`config.mk`:
```
export PLATFORM = sky130hd
export DESIGN_NAME = pc_fetch_sequencer_flat
export DESIGN_NICKNAME = d
export VERILOG_FILES = /design/src/rtl/pc_fetch_sequencer_pkg.sv /design/src/rtl/pc_fetch_sequencer_if.sv /design/src/rtl/pc_fetch_sequencer_inc4_32.sv /design/src/rtl/pc_fetch_sequencer.sv /design/src/flat_wrapper.sv
export SDC_FILE = /design/constraint.sdc
export NUM_CORES = 1
export LEC_CHECK = 0
export CAP_MARGIN = 20
export CORE_ASPECT_RATIO = 1.25
export CORE_MARGIN = 3
export CORE_UTILIZATION = 40
export DETAILED_ROUTE_END_ITERATION = 12
export PLACE_DENSITY = 0.73
export SLEW_MARGIN = 20
export SYNTH_ARGS = -nofsm -noshare
export SYNTH_HDL_FRONTEND = slang
export SYNTH_HIERARCHICAL = 1
export SYNTH_SLANG_ARGS = --single-unit
export TNS_END_PERCENT = 5
```
`constraint.sdc`:
```
create_clock -name clk -period 3.4 [get_ports clk]
set_input_delay 0.68 -clock clk [delete_from_list [all_inputs] [get_ports clk]]
set_output_delay 0.68 -clock clk [all_outputs]
set_load 0.05 [all_outputs]
```
`src/rtl/pc_fetch_sequencer_pkg.sv`:
```
// pc_fetch_sequencer_pkg: shared state encoding, data width and default reset vector
package pc_fetch_sequencer_pkg;

    localparam int INSTR_W = 32;
    localparam logic [INSTR_W-1:0] DEFAULT_RESET_VECTOR = 32'h0000_0000;

    typedef enum logic [1:0] {
        BOOT  = 2'd0,
        FETCH = 2'd1,
        ISSUE = 2'd2,
        DRAIN = 2'd3
    } fetch_state_t;

endpackage

```
`src/rtl/pc_fetch_sequencer_if.sv`:
```
// pc_fetch_sequencer_if: redirect, instruction-memory and decode-side signals of the fetch sequencer
interface pc_fetch_sequencer_if;
    import pc_fetch_sequencer_pkg::*;

    logic               redirect_valid;
    logic [INSTR_W-1:0] redirect_target;
    logic               imem_req;
    logic [INSTR_W-1:0] imem_addr;
    logic               imem_ack;
    logic [INSTR_W-1:0] imem_rdata;
    logic               instr_valid;
    logic               instr_ready;
    logic [INSTR_W-1:0] instr;
    logic [INSTR_W-1:0] instr_pc;
    logic               misalign_err;
    logic               pc_wrap;

    modport master (
        input  redirect_valid, redirect_target, imem_ack, imem_rdata, instr_ready,
        output imem_req, imem_addr, instr_valid, instr, instr_pc, misalign_err, pc_wrap
    );

    modport slave (
        output redirect_valid, redirect_target, imem_ack, imem_rdata, instr_ready,
        input  imem_req, imem_addr, instr_valid, instr, instr_pc, misalign_err, pc_wrap
    );

endinterface

```
`src/rtl/pc_fetch_sequencer_inc4_32.sv`:
```
// inc4_32: 32-bit add-four with carry-out flagging wrap past 32'hFFFF_FFFC
module inc4_32 (
    input  logic [31:0] a,
    output logic [31:0] sum,
    output logic        overflow
);

    assign {overflow, sum} = {1'b0, a} + 33'd4;

endmodule

```
`src/rtl/pc_fetch_sequencer.sv`:
```
// pc_fetch_sequencer: PC register and req/ack fetch FSM feeding decode over valid/ready
module pc_fetch_sequencer
    import pc_fetch_sequencer_pkg::*;
#(
    parameter logic [INSTR_W-1:0] RESET_VECTOR = DEFAULT_RESET_VECTOR
) (
    input  logic                  clk,
    input  logic                  reset_n,
    pc_fetch_sequencer_if.master  bus
);

    fetch_state_t       state;
    logic [INSTR_W-1:0] pc;
    logic [INSTR_W-1:0] pc_next;
    logic               pc_ovf;
    logic               req;
    logic               vld;
    logic [INSTR_W-1:0] ins;
    logic [INSTR_W-1:0] ipc;
    logic               mis;
    logic               wrap;
    logic               aligned;
    logic               redirect;
    logic               bad_redirect;

    inc4_32 u_inc4 (
        .a        (pc),
        .sum      (pc_next),
        .overflow (pc_ovf)
    );

    assign aligned      = bus.redirect_target[1:0] == 2'b00;
    assign redirect     = bus.redirect_valid & aligned;
    assign bad_redirect = bus.redirect_valid & ~aligned;

    always_ff @(posedge clk or negedge reset_n) begin
        if (!reset_n) begin
            state <= BOOT;
            pc    <= RESET_VECTOR;
            req   <= 1'b0;
            vld   <= 1'b0;
            ins   <= '0;
            ipc   <= '0;
            mis   <= 1'b0;
            wrap  <= 1'b0;
        end else begin
            mis <= bad_redirect;
            case (state)
                BOOT: begin
                    if (redirect) pc <= bus.redirect_target;
                    state <= FETCH;
                    req   <= 1'b1;
                end
                FETCH: begin
                    // a redirect racing the ack completes the old request, so no drain is needed
                    if (redirect) begin
                        pc    <= bus.redirect_target;
                        state <= bus.imem_ack ? FETCH : DRAIN;
                    end else if (bus.imem_ack) begin
                        ins   <= bus.imem_rdata;
                        ipc   <= pc;
                        pc    <= pc_next;
                        vld   <= 1'b1;
                        req   <= 1'b0;
                        state <= ISSUE;
                        if (pc_ovf) wrap <= 1'b1;
                    end
                end
                ISSUE: begin
                    if (redirect || bus.instr_ready) begin
                        if (redirect) pc <= bus.redirect_target;
                        vld   <= 1'b0;
                        req   <= 1'b1;
                        state <= FETCH;
                    end
                end
                DRAIN: begin
                    if (redirect) pc <= bus.redirect_target;
                    if (bus.imem_ack) state <= FETCH;
                end
                default: begin
                    state <= BOOT;
                    req   <= 1'b0;
                end
            endcase
        end
    end

    assign bus.imem_req     = req;
    assign bus.imem_addr    = pc;
    assign bus.instr_valid  = vld;
    assign bus.instr        = ins;
    assign bus.instr_pc     = ipc;
    assign bus.misalign_err = mis;
    assign bus.pc_wrap      = wrap;

endmodule

```
`src/flat_wrapper.sv`:
```
// flat-port wrapper written by rule: the top's interface ports become plain ports
module pc_fetch_sequencer_flat import pc_fetch_sequencer_pkg::*;
#(
    parameter logic [INSTR_W-1:0] RESET_VECTOR = DEFAULT_RESET_VECTOR
)
  (clk, reset_n, bus_redirect_valid, bus_redirect_target, bus_imem_ack, bus_imem_rdata, bus_instr_ready, bus_imem_req, bus_imem_addr, bus_instr_valid, bus_instr, bus_instr_pc, bus_misalign_err, bus_pc_wrap);
  pc_fetch_sequencer_if bus_i ();
  input  logic clk;
  input  logic reset_n;
  input wire logic [$bits(bus_i.redirect_valid)-1:0] bus_redirect_valid;
  input wire logic [$bits(bus_i.redirect_target)-1:0] bus_redirect_target;
  input wire logic [$bits(bus_i.imem_ack)-1:0] bus_imem_ack;
  input wire logic [$bits(bus_i.imem_rdata)-1:0] bus_imem_rdata;
  input wire logic [$bits(bus_i.instr_ready)-1:0] bus_instr_ready;
  output wire logic [$bits(bus_i.imem_req)-1:0] bus_imem_req;
  output wire logic [$bits(bus_i.imem_addr)-1:0] bus_imem_addr;
  output wire logic [$bits(bus_i.instr_valid)-1:0] bus_instr_valid;
  output wire logic [$bits(bus_i.instr)-1:0] bus_instr;
  output wire logic [$bits(bus_i.instr_pc)-1:0] bus_instr_pc;
  output wire logic [$bits(bus_i.misalign_err)-1:0] bus_misalign_err;
  output wire logic [$bits(bus_i.pc_wrap)-1:0] bus_pc_wrap;
  assign bus_i.redirect_valid = bus_redirect_valid;
  assign bus_i.redirect_target = bus_redirect_target;
  assign bus_i.imem_ack = bus_imem_ack;
  assign bus_i.imem_rdata = bus_imem_rdata;
  assign bus_i.instr_ready = bus_instr_ready;
  assign bus_imem_req = bus_i.imem_req;
  assign bus_imem_addr = bus_i.imem_addr;
  assign bus_instr_valid = bus_i.instr_valid;
  assign bus_instr = bus_i.instr;
  assign bus_instr_pc = bus_i.instr_pc;
  assign bus_misalign_err = bus_i.misalign_err;
  assign bus_pc_wrap = bus_i.pc_wrap;
  pc_fetch_sequencer #(.RESET_VECTOR(RESET_VECTOR)) u_core (.clk(clk), .reset_n(reset_n), .bus(bus_i));
endmodule
```
==> results of run 1 <==
-- final timing paths --
path / cells past startpoint / from / to
min in group clk: 1 / u_core/bus.pc_wrap / u_core/bus.pc_wrap
max reg2reg: 7 / u_core/bus.imem_addr[2] / u_core/bus.imem_addr[24]
max in group asynchronous: 2 / reset_n / u_core/bus.instr_pc[28]
min reg2reg: 1 / u_core/bus.pc_wrap / u_core/bus.pc_wrap
min: 1 / reset_n / u_core/bus.instr[11]
max: 1 / u_core/bus.imem_addr[7] / bus_imem_addr[7]
-- worst reg2reg max path: stages, from the launching register on --
cell and delay (ps):
dfrtp_1 490, ha_1 260, nand4_1 140, nor3_1 680
nand2_1 210, xnor2_1 180, a21oi_1 140, a21oi_1 80
-- kinds of logic (layout without fill, tap and decap cells) --
| group | Yosys count | after routing |
|---|---|---|
| mux | 64 | 64 |
| xor+xnor | 28 | 28 |
| buf+inv | 27 | 196 |
| compound gates | 68 | 68 |
| simple gates | 124 | 124 |
| fa+ha+maj | 1 | 1 |
| flops | 102 | 102 |
-- Yosys cell counts, types with 4 or more instances --
library cell / n
clkbuf_1: 14
nand4_1: 11
nand3_1: 9
mux2_2: 37
nand2_1: 48
xnor2_1: 23
nor2_1: 35
inv_1: 4
mux2_4: 27
dfrtp_1: 102
xor2_1: 5
a21oi_1: 62
-- registers in the layout, indices dropped and copies added, names as in the netlist --
signal / count
u_core/bus.imem_addr: 32
u_core/bus.pc_wrap: 1
u_core/bus.instr_pc: 32
u_core/bus.instr_valid: 1
u_core/bus.misalign_err: 1
u_core/state: 2
u_core/bus.imem_req: 1
u_core/bus.instr: 32
-- power breakdown --
group | leakage, nW | switching, mW | total (mW) | internal [mW]
clock | 0.145 | 0.492 | 1.01 | 0.515
sequential | 1.21 | 0.594 | 2.39 | 1.80
combinational | 1.51 | 2.93 | 4.76 | 1.83
total | 2.87 | 4.01 | 8.16 | 4.14
-- metal layers --
layer,vias up,part of all wire (%),GRT usage [%]
met5,-,0,0
met4,0,2.7,7.774
met3,18,4.4,3.484
met2,102,53,32.88
met1,1791,40,24.38
li1,1755,-,-
-- stage by stage --
stage	cell area [µm²]	utilization (%)	hold slack, ps
CTS	6874	60.55	422.5
global placement	6581	57.97	443.0
floorplan	4750	-	384.4
detailed placement	6581	57.97	446.8
global route	6874	60.55	459.2
finish	6874	60.55	390.0
-- cell type report --
class / instances / area (µm²) / area share, %
repair buffers: 176 / 1752 / 25.48
well taps: 157 / 196.4 / 2.858
clock buffers: 9 / 225.2 / 3.276
clock inverters: 7 / 67.56 / 0.9829
inverters: 4 / 15.01 / 0.2184
flip-flops and latches: 102 / 2552 / 37.13
multi-input cells: 285 / 2066 / 30.05
==> results.md, run 1 <==
* Status: finished, final reports clean
* Worst-Margin Slew at 845.2 ps
* Initial antenna violation count at 0
* Die ar. at 0.01323 mm²
* FFs w/ async S/R, synth at 100.0%
* Clk_skew at 7.301 ps
* Post-synthesis mux area share at 17.31%
* Critical Path AT at 1760 ps
* Largest family of logic cells by synthesized area: multiplexers
* Total grt overflow at 0
* Mapped Avg Cell Area at 11.47 µm²
* Simple-gate share of the synthesized area at 13.22%
* Drt initial violations at 153
* Leak at 2.872 nW
* Ant. Diodes at 0
* Yosys top cell area share at 53.74%
* Die Wd at 103.5 µm
* Synth unique cells at 34
* Pins Over Slew Limit at 0
* Max-cap violations at 0
* CP Max Fanout at 8
* Synth Flop Type: dfrtp_1
* CTS Hold Bufs at 0
* I/O Pins at 169
* Peak VDD IR at 739.7 µV
* Critical path's slowest cell: clkdlybuf4s50_1
* Power consumption at 8.155 mW
* Layout area overhead at 44.73%
* Total CTS buffers at 9
* Finished Layout Cells at 740
* Die H at 127.8 µm
* Hold WC Path Type: input pin to async pin
* Max transition margin at 43.22%
* RSZ-0062 raised after global routing: false
* Synth area leaders: dfrtp_1 (54%), mux2_2 (8.8%), mux2_4 (8.5%)
* Crit path max-delay family: buffers and inverters
* Vias in the first global route at 3889
* Antenna viol nets, final at 0
* Global-route wire length before repair at 20040 µm
* Post-Syn Area at 0.004750 mm²
* # setup viols final at 0
* Wire per inst at 17.05 µm
* Final Critical Period at 2440 ps
* Critical Path RT at 2720 ps
* Worst Path Buf+Inv at 1
* Post-Syn Nets at 484
* Starting Density at 41.84%
* Post-synth EDFFs at 0
* Clock Tree Root: clkbuf_16
* Placed cell count at 724
* Power density cells at 1186 mW/mm²
* Max H-tree Level at 3
* Post-synthesis xor/xnor area fraction at 5.163%
* Worst-path cell chain: clkdlybuf4s50_1
* Clk Latency, worst-skew pair at 350 ps
* RePlAce Congestion at 0.7681
* Crit Path Class: register to primary output
* Fin crit share at 71.77%
* Total Routing Usage GR at 19.49%
* Fillers at 922
* DR DRC count at 0
* Clk pin slew, worst setup/hold paths at 70 ps
* Share of cells above drive strength 1 at 16.47%
* Adder-cell area share of the yosys netlist at 0.2634%
* Crit start category: register
* TNS Setup at 0 ps
* Clk buf depth at 2
* R2r setup slk at 1100 ps
* Core box area at 0.01135 mm²
* HPWL after detailed placement at 9035 µm
* Complex-gate fraction of the synthesized area at 7.376%
* Post-CTS Setup Bufs at 0
* Vias after detailed routing at 3666
* CTS tree: built
* Syn Inst Count at 414
* Post_cts resized at 0
* Largest net degree at the start of global routing at 60
* Slowest cell delay on critical path at 870 ps
* Post-synthesis register bit count at 102
* Routed WL at 12620 µm
* Critical path endpoint category: primary output
* Seq/Total Area, Yosys at 53.74%
* Final hold violations at 0
* Initial DRT Pass Iterations at 4
* Layout Nets at 648
* Clock Sinks at 102
* # port buffers at 168
* Max Clock Freq at 409.8 MHz
* Commonest non-fill, non-tap cell in the layout: clkdlybuf4s50_1
* Final Worst Setup Slack at 959.8 ps
* Synth area leader: dfrtp_1
* Dpl ws at 1004 ps
* Synth Warn # at 6
* Vias per std cell at 4.954
* Rows at 43
* Most frequent cells in the layout: clkdlybuf4s50_1 (167), dfrtp_1 (102), a21oi_1 (62)
(Power assumes the default switching activity.)
==> run 2: changes to the inputs <==
- PLACE_DENSITY: 0.73 -> 0.75
- clock period: 3.4 -> 2.1 ns (I/O delays scaled with it)
==> run 2 against run 1 <==
Combinational power rose by 66%. Non-clock buffer count rose by 18. Final cell count is 2.3% higher. Core utilization is 1.5 points higher. Cell area rose by 2.4%. Clock-buffer cell count did not move. Sequential share of layout area shrank 0.84 points. Critical path depth did not move. Flip-flop and latch count did not move. Die area unchanged. Sequential power is 58% higher. Clock power increased by 67%.
==> results.md, run 2 (same netlist as run 1, synthesis figures left out) <==
* Status: finished, final reports clean (unchanged)
* Global-route wire length before repair at 20750 µm (was 20040 µm)
* Max transition margin at 63.13% (was 43.22%)
* Crit path max-delay family: buffers and inverters (unchanged)
* Hold worst-path end: u_core/bus.pc_wrap
* Worst Path Buf+Inv at 1 (unchanged)
* RSZ-0062 raised after global routing: false (unchanged)
* Crit start category: register (unchanged)
* Clk pin slew, worst setup/hold paths at 70 ps (about the same)
* Worst-path cell chain: clkdlybuf4s50_1 (unchanged)
* Clock power frac at 12.6% (was 12.3%)
* Sw Pwr at 6.518 mW (was 4.014 mW)
* Leak at 3.059 nW (was 2.872 nW)
* Most frequent cells in the layout: clkdlybuf4s50_1 (145), dfrtp_1 (100), a21oi_1 (62) (was clkdlybuf4s50_1 (167), dfrtp_1 (102), a21oi_1 (62))
* Critical Path Start: u_core/bus.imem_addr[16] (was u_core/bus.imem_addr[7])
* Layout Nets at 666 (was 648)
* Dpl ws at 60.10 ps (was 1004 ps)
* Final Critical Period at 2062 ps
* Worst-Margin Slew at 551.3 ps (was 845.2 ps)
* Hold WC Path Type: register to register (was input pin to async pin)
* Vias in the first global route at 3962 (was 3889)
* Final hold violations at 0 (unchanged)
* Fin crit share at 98.21%
* Max H-tree Level at 3 (unchanged)
* Critical Path AT at 1640 ps (was 1760 ps)
* Critical path endpoint category: primary output (unchanged)
* HPWL after detailed placement at 9643 µm (was 9035 µm)
* Power density cells at 1899 mW/mm² (was 1186 mW/mm²)
* Core box area at 0.01135 mm² (unchanged)
* Int Pwr at 6.849 mW (was 4.141 mW)
* Vias per std cell at 5.049 (was 4.954)
* Initial antenna violation count at 0 (unchanged)
* Vias after detailed routing at 3822 (was 3666)
* Starting Density at 41.84% (unchanged)
* Layout area overhead at 48.23% (was 44.73%)
* Die H at 127.8 µm (unchanged)
* Pins Over Slew Limit at 0 (unchanged)
* Placed Area at 0.006709 mm² (was 0.006581 mm²)
* WHS Path Cells at 1
* Wire per inst at 17.35 µm (was 17.05 µm)
* Routed WL at 13130 µm (was 12620 µm)
* Post-CTS Setup Bufs at 0 (unchanged)
* DR DRC count at 0 (unchanged)
* Initial DRT Pass Iterations at 5 (was 4)
* Worst Hold Launch: u_core/bus.pc_wrap
* Clock Tree Root: clkbuf_16 (unchanged)
* Critical path's slowest cell: clkdlybuf4s50_1 (unchanged)
* Worst hold margin at 494.5 ps (was 390.0 ps)
* Peak VDD IR at 894.1 µV (was 739.7 µV)
* RePlAce Congestion at 0.7927 (was 0.7681)
* Largest net degree at the start of global routing at 42 (was 60)
* Total CTS buffers at 9 (unchanged)
* Die Wd at 103.5 µm (unchanged)
* Post-route cell area at 0.007041 mm² (was 0.006874 mm²)
* Total Routing Usage GR at 20.15% (was 19.49%)
* Final Worst Setup Slack at 37.56 ps (was 959.8 ps)
* # setup viols final at 0 (unchanged)
* Critical Path RT at 1680 ps (was 2720 ps)
* Slowest cell delay on critical path at 850 ps (was 870 ps)
* Reg2Reg Launch Point: u_core/bus.imem_addr[2] (unchanged)
* # port buffers at 168 (unchanged)
* Share of cells above drive strength 1 at 21.17% (was 16.47%)
* Clock Sinks at 102 (unchanged)
* Drt initial violations at 159 (was 153)
* Max Clock Freq at 484.9 MHz
* Ant. Diodes at 0 (unchanged)
* TNS Setup at 0 ps (unchanged)
* Clk buf depth at 2 (unchanged)
* Finished Layout Cells at 757 (was 740)
* Antenna viol nets, final at 0 (unchanged)
* Total grt overflow at 0 (unchanged)
* Sw frac at 48.76% (was 49.22%)
* CTS tree: built (unchanged)
* Crit Path Class: register to primary output (unchanged)
* Max-cap violations at 0 (unchanged)
* Placed cell count at 741 (was 724)
* Number of cells on the worst reg-to-reg path at 8 (was 7)
* R2r setup slk at 150 ps (was 1100 ps)
* Rows at 43 (unchanged)
* CP Max Fanout at 6 (was 8)
* Combinational power share at 59.2% (was 58.3%)
* Commonest non-fill, non-tap cell in the layout: clkdlybuf4s50_1 (unchanged)
* Reg2reg end: u_core/bus.imem_addr[26] (was u_core/bus.imem_addr[24])
* Die ar. at 0.01323 mm² (unchanged)
* Flop pwr share at 28.2% (was 29.3%)
* I/O Pins at 169 (unchanged)
* Clk Latency, worst-skew pair at 350 ps (about the same)
* Clk_skew at 7.539 ps (was 7.301 ps)
## run 2: how the worst max path moves through the flow
stage / endpoint / depth (start not counted)
2_1_floorplan: u_core/bus.imem_addr[21] / 6
3_3_place_gp: u_core/bus.instr_pc[4] / 5
3_5_place_dp: u_core/bus.instr_pc[14] / 5
4_1_cts: bus_imem_addr[20] / 1
5_1_grt: bus_imem_addr[16] / 1
6_report: bus_imem_addr[16] / 1
## run 2: per-layer routing
metal | share of wire, % | track usage, % | vias up | wire (µm)
met4 | 1.8 | 7.546 | 0 | 230
met3 | 4.2 | 2.831 | 16 | 557
li1 | - | - | 1795 | -
met1 | 40 | 25.45 | 1911 | 5276
met5 | 0 | 0 | - | 0
met2 | 54 | 34.50 | 100 | 7068
## run 2: cell type report
| class | instances | area, µm² |
|---|---|---|
| clock buffers | 9 | 225.2 |
| repair buffers | 194 | 1899 |
| clock inverters | 6 | 72.57 |
| fillers | 917 | 4312 |
| multi-input cells | 285 | 2077 |
| flip-flops and latches | 102 | 2555 |
| well taps | 157 | 196.4 |
| inverters | 4 | 15.01 |
## run 2: power by group through the flow
| stage | clock network [mW] | registers [mW] | logic (mW) |
|---|---|---|---|
| floorplan | 0 | 6.99 | 2.01 |
| global placement | 0 | 3.76 | 7.84 |
| detailed placement | 0 | 3.81 | 7.97 |
| CTS | 1.73 | 3.79 | 7.96 |
| global route | 1.80 | 3.92 | 8.27 |
| finish | 1.69 | 3.77 | 7.91 |
## run 2: timing repair
item | 4_1_cts | 5_1_grt
hold buffers | 1 | 0
hold endpoints to repair | 21 | 0
pin swaps | 0 | 1
gates resized for setup | 4 | 9
setup endpoints to repair | 4 | 16
## run 2: metrics by stage
stage / utilization, % / power, mW
4_1_cts: 61.77 / 13.47
5_1_grt: 62.02 / 13.99
3_5_place_dp: 59.10 / 11.78
6_report: 62.02 / 13.37
2_1_floorplan: - / 9.005
3_3_place_gp: 59.10 / 11.60
